--- src/rtl/pwm_pkg.sv ---
// Shared constants for the pwm_n pulse-width modulator slice.
package pwm_pkg;

  localparam int PWM_N_DEFAULT = 8;

  // Width of the shadow-register pair (duty + period) for a given counter width.
  function automatic int pwm_shadow_bits(input int n);
    return 2 * n;
  endfunction

endpackage

--- src/rtl/pwm_n_if.sv ---
// Control/output bundle for pwm_n: programmed duty and period in, waveform out.
interface pwm_n_if
  import pwm_pkg::*;
#(
  parameter int N = PWM_N_DEFAULT
);

  logic [N-1:0] duty;
  logic [N-1:0] period;
  logic         pwm;

  modport master (
    output duty,
    output period,
    input  pwm
  );

  modport slave (
    input  duty,
    input  period,
    output pwm
  );

endinterface

--- src/rtl/pwm_counter.sv ---
// N-bit counter that wraps to zero after reaching limit, with a boundary strobe
// and a shadow-load enable that also fires during clr.
module pwm_counter
  import pwm_pkg::*;
#(
  parameter int N = PWM_N_DEFAULT
) (
  input  logic         clk,
  input  logic         clr,
  input  logic [N-1:0] limit,
  output logic [N-1:0] cnt,
  output logic         wrap,
  output logic         load
);

  logic [N-1:0] cnt_r;
  logic         wrap_s;

  assign wrap_s = (cnt_r == limit);

  // Phase counter: clr aborts the cycle, otherwise advance or wrap at limit.
  always_ff @(posedge clk) begin
    if (clr) begin
      cnt_r <= {N{1'b0}};
    end else if (wrap_s) begin
      cnt_r <= {N{1'b0}};
    end else begin
      cnt_r <= cnt_r + {{(N-1){1'b0}}, 1'b1};
    end
  end

  assign cnt  = cnt_r;
  assign wrap = wrap_s;
  assign load = clr | wrap_s;

endmodule

--- src/rtl/pwm_n.sv ---
// N-bit PWM: duty/period are shadowed at cycle boundaries so a mid-cycle
// update can never produce a runt pulse; output is a single flop.
module pwm_n
  import pwm_pkg::*;
#(
  parameter int N = PWM_N_DEFAULT
) (
  input  logic      clk,
  input  logic      clr,
  pwm_n_if.slave    bus
);

  logic [N-1:0] cnt_s;
  logic         wrap_s;
  logic         load_s;
  logic [N-1:0] duty_r;
  logic [N-1:0] period_r;
  logic         pwm_r;
  logic         high_s;

  pwm_counter #(
    .N (N)
  ) u_counter (
    .clk   (clk),
    .clr   (clr),
    .limit (period_r),
    .cnt   (cnt_s),
    .wrap  (wrap_s),
    .load  (load_s)
  );

  assign high_s = (cnt_s < duty_r);

  // Shadow registers: sample the requested duty/period on reset or at a boundary.
  always_ff @(posedge clk) begin
    if (load_s) begin
      duty_r   <= bus.duty;
      period_r <= bus.period;
    end else begin
      duty_r   <= duty_r;
      period_r <= period_r;
    end
  end

  // Output flop: one clock behind the counter phase it reflects.
  always_ff @(posedge clk) begin
    if (clr) begin
      pwm_r <= 1'b0;
    end else begin
      pwm_r <= high_s;
    end
  end

  assign bus.pwm = pwm_r;

endmodule

--- src/flat_wrapper.sv ---
// flat-port wrapper written by rule: the top's interface ports become plain ports
module pwm_n_flat import pwm_pkg::*;
#(
  parameter int N = PWM_N_DEFAULT
)
  (clk, clr, bus_duty, bus_period, bus_pwm);
  pwm_n_if #(.N(N)) bus_i ();
  input  logic clk;
  input  logic clr;
  input wire logic [$bits(bus_i.duty)-1:0] bus_duty;
  input wire logic [$bits(bus_i.period)-1:0] bus_period;
  output wire logic [$bits(bus_i.pwm)-1:0] bus_pwm;
  assign bus_i.duty = bus_duty;
  assign bus_i.period = bus_period;
  assign bus_pwm = bus_i.pwm;
  pwm_n #(.N(N)) u_core (.clk(clk), .clr(clr), .bus(bus_i));
endmodule
--- config.mk ---
export PLATFORM = sky130hd
export DESIGN_NAME = pwm_n_flat
export DESIGN_NICKNAME = d
export VERILOG_FILES = /design/src/rtl/pwm_pkg.sv /design/src/rtl/pwm_n_if.sv /design/src/rtl/pwm_counter.sv /design/src/rtl/pwm_n.sv /design/src/flat_wrapper.sv
export SDC_FILE = /design/constraint.sdc
export NUM_CORES = 1
export LEC_CHECK = 0
export ABC_CLOCK_PERIOD_IN_PS = 3200
export CORE_MARGIN = 2
export CORE_UTILIZATION = 54
export CTS_CLUSTER_DIAMETER = 30
export DETAILED_ROUTE_END_ITERATION = 10
export GPL_TIMING_DRIVEN = 0
export PLACE_DENSITY = 0.82
export SLEW_MARGIN = 0
export SYNTH_ARGS = -nofsm -noshare
export SYNTH_HDL_FRONTEND = slang
export SYNTH_SLANG_ARGS = --single-unit
--- constraint.sdc ---
create_clock -name clk -period 3.2 [get_ports clk]
set_clock_uncertainty 0.1 [all_clocks]
set_input_delay 0.96 -clock clk [delete_from_list [all_inputs] [get_ports clk]]
set_output_delay 0.96 -clock clk [all_outputs]
set_load 0.005 [all_outputs]
==> report_table.html <==
<table>
<tr><th>Metric</th><th>Value</th></tr>
<tr><th colspan="2">Synthesis</th></tr>
<tr><td>Most common cell in the synthesized netlist</td><td>sky130_fd_sc_hd__edfxtp_1</td></tr>
<tr><td>Share of synthesized area occupied by flip-flops and latches</td><td>61.47%</td></tr>
<tr><td>Leading cell types by count after synthesis</td><td>sky130_fd_sc_hd__edfxtp_1 (16), sky130_fd_sc_hd__nor2_1 (10), sky130_fd_sc_hd__dfxtp_1 (9)</td></tr>
<tr><td>Fraction of synthesis flops using an asynchronous set or reset pin</td><td>0%</td></tr>
<tr><td>Syn Std Cell Area</td><td>1075 µm²</td></tr>
<tr><td>Warnings, synthesis</td><td>0</td></tr>
<tr><td>Post-synthesis area per instance</td><td>12.95 µm²</td></tr>
<tr><td>Area fraction of the dominant cell type after synthesis</td><td>44.70%</td></tr>
<tr><td>Distinct cell type count of the synthesized netlist</td><td>20</td></tr>
<tr><td>Most area-hungry cell type in the Yosys netlist</td><td>sky130_fd_sc_hd__edfxtp_1</td></tr>
<tr><td>Largest cells by area after synthesis</td><td>sky130_fd_sc_hd__edfxtp_1 (45%), sky130_fd_sc_hd__dfxtp_1 (17%), sky130_fd_sc_hd__ha_1 (9.3%)</td></tr>
<tr><td>Top_reg_cell synth</td><td>sky130_fd_sc_hd__edfxtp_1</td></tr>
<tr><td>Number of synthesized register bits</td><td>25</td></tr>
<tr><td>Number of synthesized flops with an enable pin</td><td>16</td></tr>
<tr><td>Cell count after synthesis</td><td>83</td></tr>
<tr><td>Synthesized netlist net count</td><td>109</td></tr>
<tr><th colspan="2">Critical path</th></tr>
<tr><td>Crit Path Max Fanout</td><td>1</td></tr>
<tr><td>Critical-path cell with the highest stage delay</td><td>sky130_fd_sc_hd__clkdlybuf4s50_1</td></tr>
<tr><td>Maximum single-stage delay on the critical path</td><td>0.49 ns</td></tr>
<tr><td>CP startpoint kind</td><td>register</td></tr>
<tr><td>Kind of cell with the highest combined delay on the critical path</td><td>buffers and inverters</td></tr>
<tr><td>Cell chain of the critical path</td><td>clkdlybuf4s50_1</td></tr>
<tr><td>Number of buffer and inverter instances along the worst setup path</td><td>1</td></tr>
<tr><td>Required @ worst endpoint</td><td>2.14 ns</td></tr>
<tr><td>Sort of element at the end of the critical path</td><td>primary output</td></tr>
<tr><td>Crit Path Class</td><td>register to primary output</td></tr>
<tr><td>Data arrival time of the critical path</td><td>1.13 ns</td></tr>
<tr><th colspan="2">Floorplan</th></tr>
<tr><td>Die outline area</td><td>2363 µm²</td></tr>
<tr><td>Core area</td><td>1922 µm²</td></tr>
<tr><td>Initial Utilization</td><td>55.92%</td></tr>
<tr><td>Y dimension of the die</td><td>48.62 µm</td></tr>
<tr><td>Die width</td><td>48.62 µm</td></tr>
<tr><td>Number of ports placed on the die boundary</td><td>19</td></tr>
<tr><td>Count of standard-cell rows</td><td>16</td></tr>
<tr><th colspan="2">Power and ir drop</th></tr>
<tr><td>Power density over the cells</td><td>428.1 nW/µm²</td></tr>
<tr><td>Peak supply drop</td><td>318.1 µV</td></tr>
<tr><td>Cell leakage power</td><td>0.0005464 µW</td></tr>
<tr><th colspan="2">Clock tree</th></tr>
<tr><td>Sinks on Clock Net</td><td>25</td></tr>
<tr><td>Number of H-tree levels</td><td>1</td></tr>
<tr><td>Clock Latency Late Sink</td><td>0.32 ns</td></tr>
<tr><td>CTS resizes</td><td>0</td></tr>
<tr><td>Clock input transition at the sequential cells of the worst setup and hold paths</td><td>0.12 ns</td></tr>
<tr><td>CTS hold repair buffers</td><td>0</td></tr>
<tr><td>Maximum root-to-sink buffer count</td><td>2</td></tr>
<tr><td>TritonCTS Buffers</td><td>3</td></tr>
<tr><td>CTS Root Buffer Type</td><td>sky130_fd_sc_hd__clkbuf_4</td></tr>
<tr><td>CTS tree</td><td>built</td></tr>
<tr><td>Number of buffers added for setup after CTS</td><td>0</td></tr>
<tr><th colspan="2">Cells and area</th></tr>
<tr><td>N_diodes</td><td>0</td></tr>
<tr><td>Number of nets in the layout</td><td>132</td></tr>
<tr><td>Share of final-layout standard cells stronger than drive strength 1</td><td>4.762%</td></tr>
<tr><td>Area growth from synthesis to layout</td><td>22.35%</td></tr>
<tr><th colspan="2">Timing</th></tr>
<tr><td>Number of pins with negative max-slew slack in the final report</td><td>0</td></tr>
<tr><td>Worst slew margin relative to its limit</td><td>81.71%</td></tr>
<tr><td>Setup total negative slack</td><td>0 ns</td></tr>
<tr><td>Least-Margin Pin Slew</td><td>0.2738 ns</td></tr>
<tr><td>Final-report hold violation count</td><td>0</td></tr>
<tr><td>Period minus WS final</td><td>2.187 ns</td></tr>
<tr><td>Ratio of final minimum period to clock period</td><td>68.34%</td></tr>
<tr><td>Final hold slack</td><td>0.4236 ns</td></tr>
<tr><td>Maximum frequency from static timing analysis</td><td>0.4573 GHz</td></tr>
<tr><td>Number of setup violations in the final report</td><td>0</td></tr>
<tr><td>Setup repair after global routing missed its margin</td><td>false</td></tr>
<tr><th colspan="2">Drt</th></tr>
<tr><td>Routed vias</td><td>653</td></tr>
<tr><td>DR vias/cell</td><td>4.947</td></tr>
<tr><td>Total wire length</td><td>1537 µm</td></tr>
<tr><td>Number of detailed-route iterations in the first pass</td><td>2</td></tr>
<tr><td># DRC</td><td>0</td></tr>
<tr><td>Post-detailed-route wirelength per cell</td><td>11.64 µm</td></tr>
<tr><td>Starting DRT DRC Count</td><td>3</td></tr>
<tr><td>Post-detailed-route count of antenna-violating nets</td><td>0</td></tr>
<tr><th colspan="2">Global routing</th></tr>
<tr><td>Vias in the first global route</td><td>616</td></tr>
<tr><td>Antenna violations before repair</td><td>0</td></tr>
<tr><td>Global routing usage summed across all routing layers</td><td>15.55%</td></tr>
<tr><td>Remaining Overflow, GRT</td><td>0</td></tr>
<tr><td>Largest net degree at the start of global routing</td><td>25</td></tr>
<tr><td>Global-route wire length before repair</td><td>2732 µm</td></tr>
<tr><th colspan="2">Status</th></tr>
<tr><td>Result of the run</td><td>finished, final reports clean</td></tr>
<tr><th colspan="2">Place</th></tr>
<tr><td>Final weighted congestion of routability-driven global placement</td><td>0.6734</td></tr>
<tr><td>HPWL reported at the end of detailed placement</td><td>1216 µm</td></tr>
<tr><td>Input/output buffers</td><td>18</td></tr>
<tr><th colspan="2">Hold path</th></tr>
<tr><td>Type of the tightest min-delay check</td><td>register to register</td></tr>
<tr><th colspan="2">Run</th></tr>
<tr><td>Number of maximum-capacitance constraint violations</td><td>0</td></tr>
</table>
-- area by class of cell --
cell class / count / area (µm²)
sequential: 25 / 660.6
fill: 161 / 606.8
multi-input combinational: 49 / 376.6
timing repair buffer: 18 / 180.2
tap: 27 / 33.78
inverter: 8 / 30.03
clock buffer: 4 / 26.28
buffer: 1 / 7.507
-- path summary, 6_finish.rpt --
check / slack, ns / cells after the start / endpoint / from
min reg2reg: 0.42 / 1 / u_core.u_counter.cnt[0] / u_core.u_counter.cnt[0]
min: 0.42 / 1 / u_core.u_counter.cnt[0] / u_core.u_counter.cnt[0]
max: 1.01 / 1 / bus_pwm / u_core.bus.pwm
max reg2reg: 1.46 / 4 / u_core.duty_r[1] / u_core.u_counter.cnt[1]
-- cell families (layout without fill, tap and decap cells) --
family / after synthesis / count (layout) / share of synthesized area [%]
adder cells (fa/ha/maj): 8 / 8 / 9.314
XOR/XNOR: 14 / 14 / 11.41
AO/OA/AOI/OAI: 7 / 7 / 6.053
buffers and inverters: 9 / 31 / 3.493
flip-flops: 25 / 25 / 61.47
AND/OR/NAND/NOR: 20 / 20 / 8.267
-- sequential cells by signal, summed over array words and instances, names as in the netlist --
register / cells
u_core.period_r: 8
u_core.bus.pwm: 1
u_core.duty_r: 8
u_core.u_counter.cnt: 8
-- layout by cell type, fill, tap and decap left out, types with 3 or more instances in the layout --
master                            count
sky130_fd_sc_hd__inv_1                8
sky130_fd_sc_hd__clkdlybuf4s50_1     18
sky130_fd_sc_hd__nor2_1              10
sky130_fd_sc_hd__xnor2_1              6
sky130_fd_sc_hd__dfxtp_1              9
sky130_fd_sc_hd__ha_1                 8
sky130_fd_sc_hd__clkbuf_4             3
sky130_fd_sc_hd__xor2_1               8
sky130_fd_sc_hd__nand3_1              3
sky130_fd_sc_hd__edfxtp_1            16
-- power by group --
part           internal, µW  switching, µW  total, µW
Sequential              360           9.80        370
Clock                  48.8           86.1        135
Combinational          36.3           21.7       57.9
Total                   445            118        563
-- metrics by stage --
stage | utilization (%) | power, µW | area (µm²) | setup slack (ns) | cells
global placement | 67.06 | 432.4 | 1289 | 0.9278 | 128
detailed placement | 67.06 | 436.4 | 1289 | 0.9201 | 128
global route | 68.42 | 593.2 | 1315 | 0.9870 | 132
floorplan | - | 405.1 | 1075 | 1.496 | 83
CTS | 68.42 | 569.3 | 1315 | 1.000 | 132
finish | 68.42 | 562.9 | 1315 | 1.013 | 132
-- per-layer routing --
metal | global-route usage [%] | share of wire (%) | vias up
met1 | 17.98 | 43 | 300
met5 | 0 | 0 | -
met4 | 8.571 | 2.4 | 0
met3 | 1.852 | 2.5 | 5
li1 | - | - | 334
met2 | 27.85 | 52 | 14
Power figures use the tool's default switching activity.
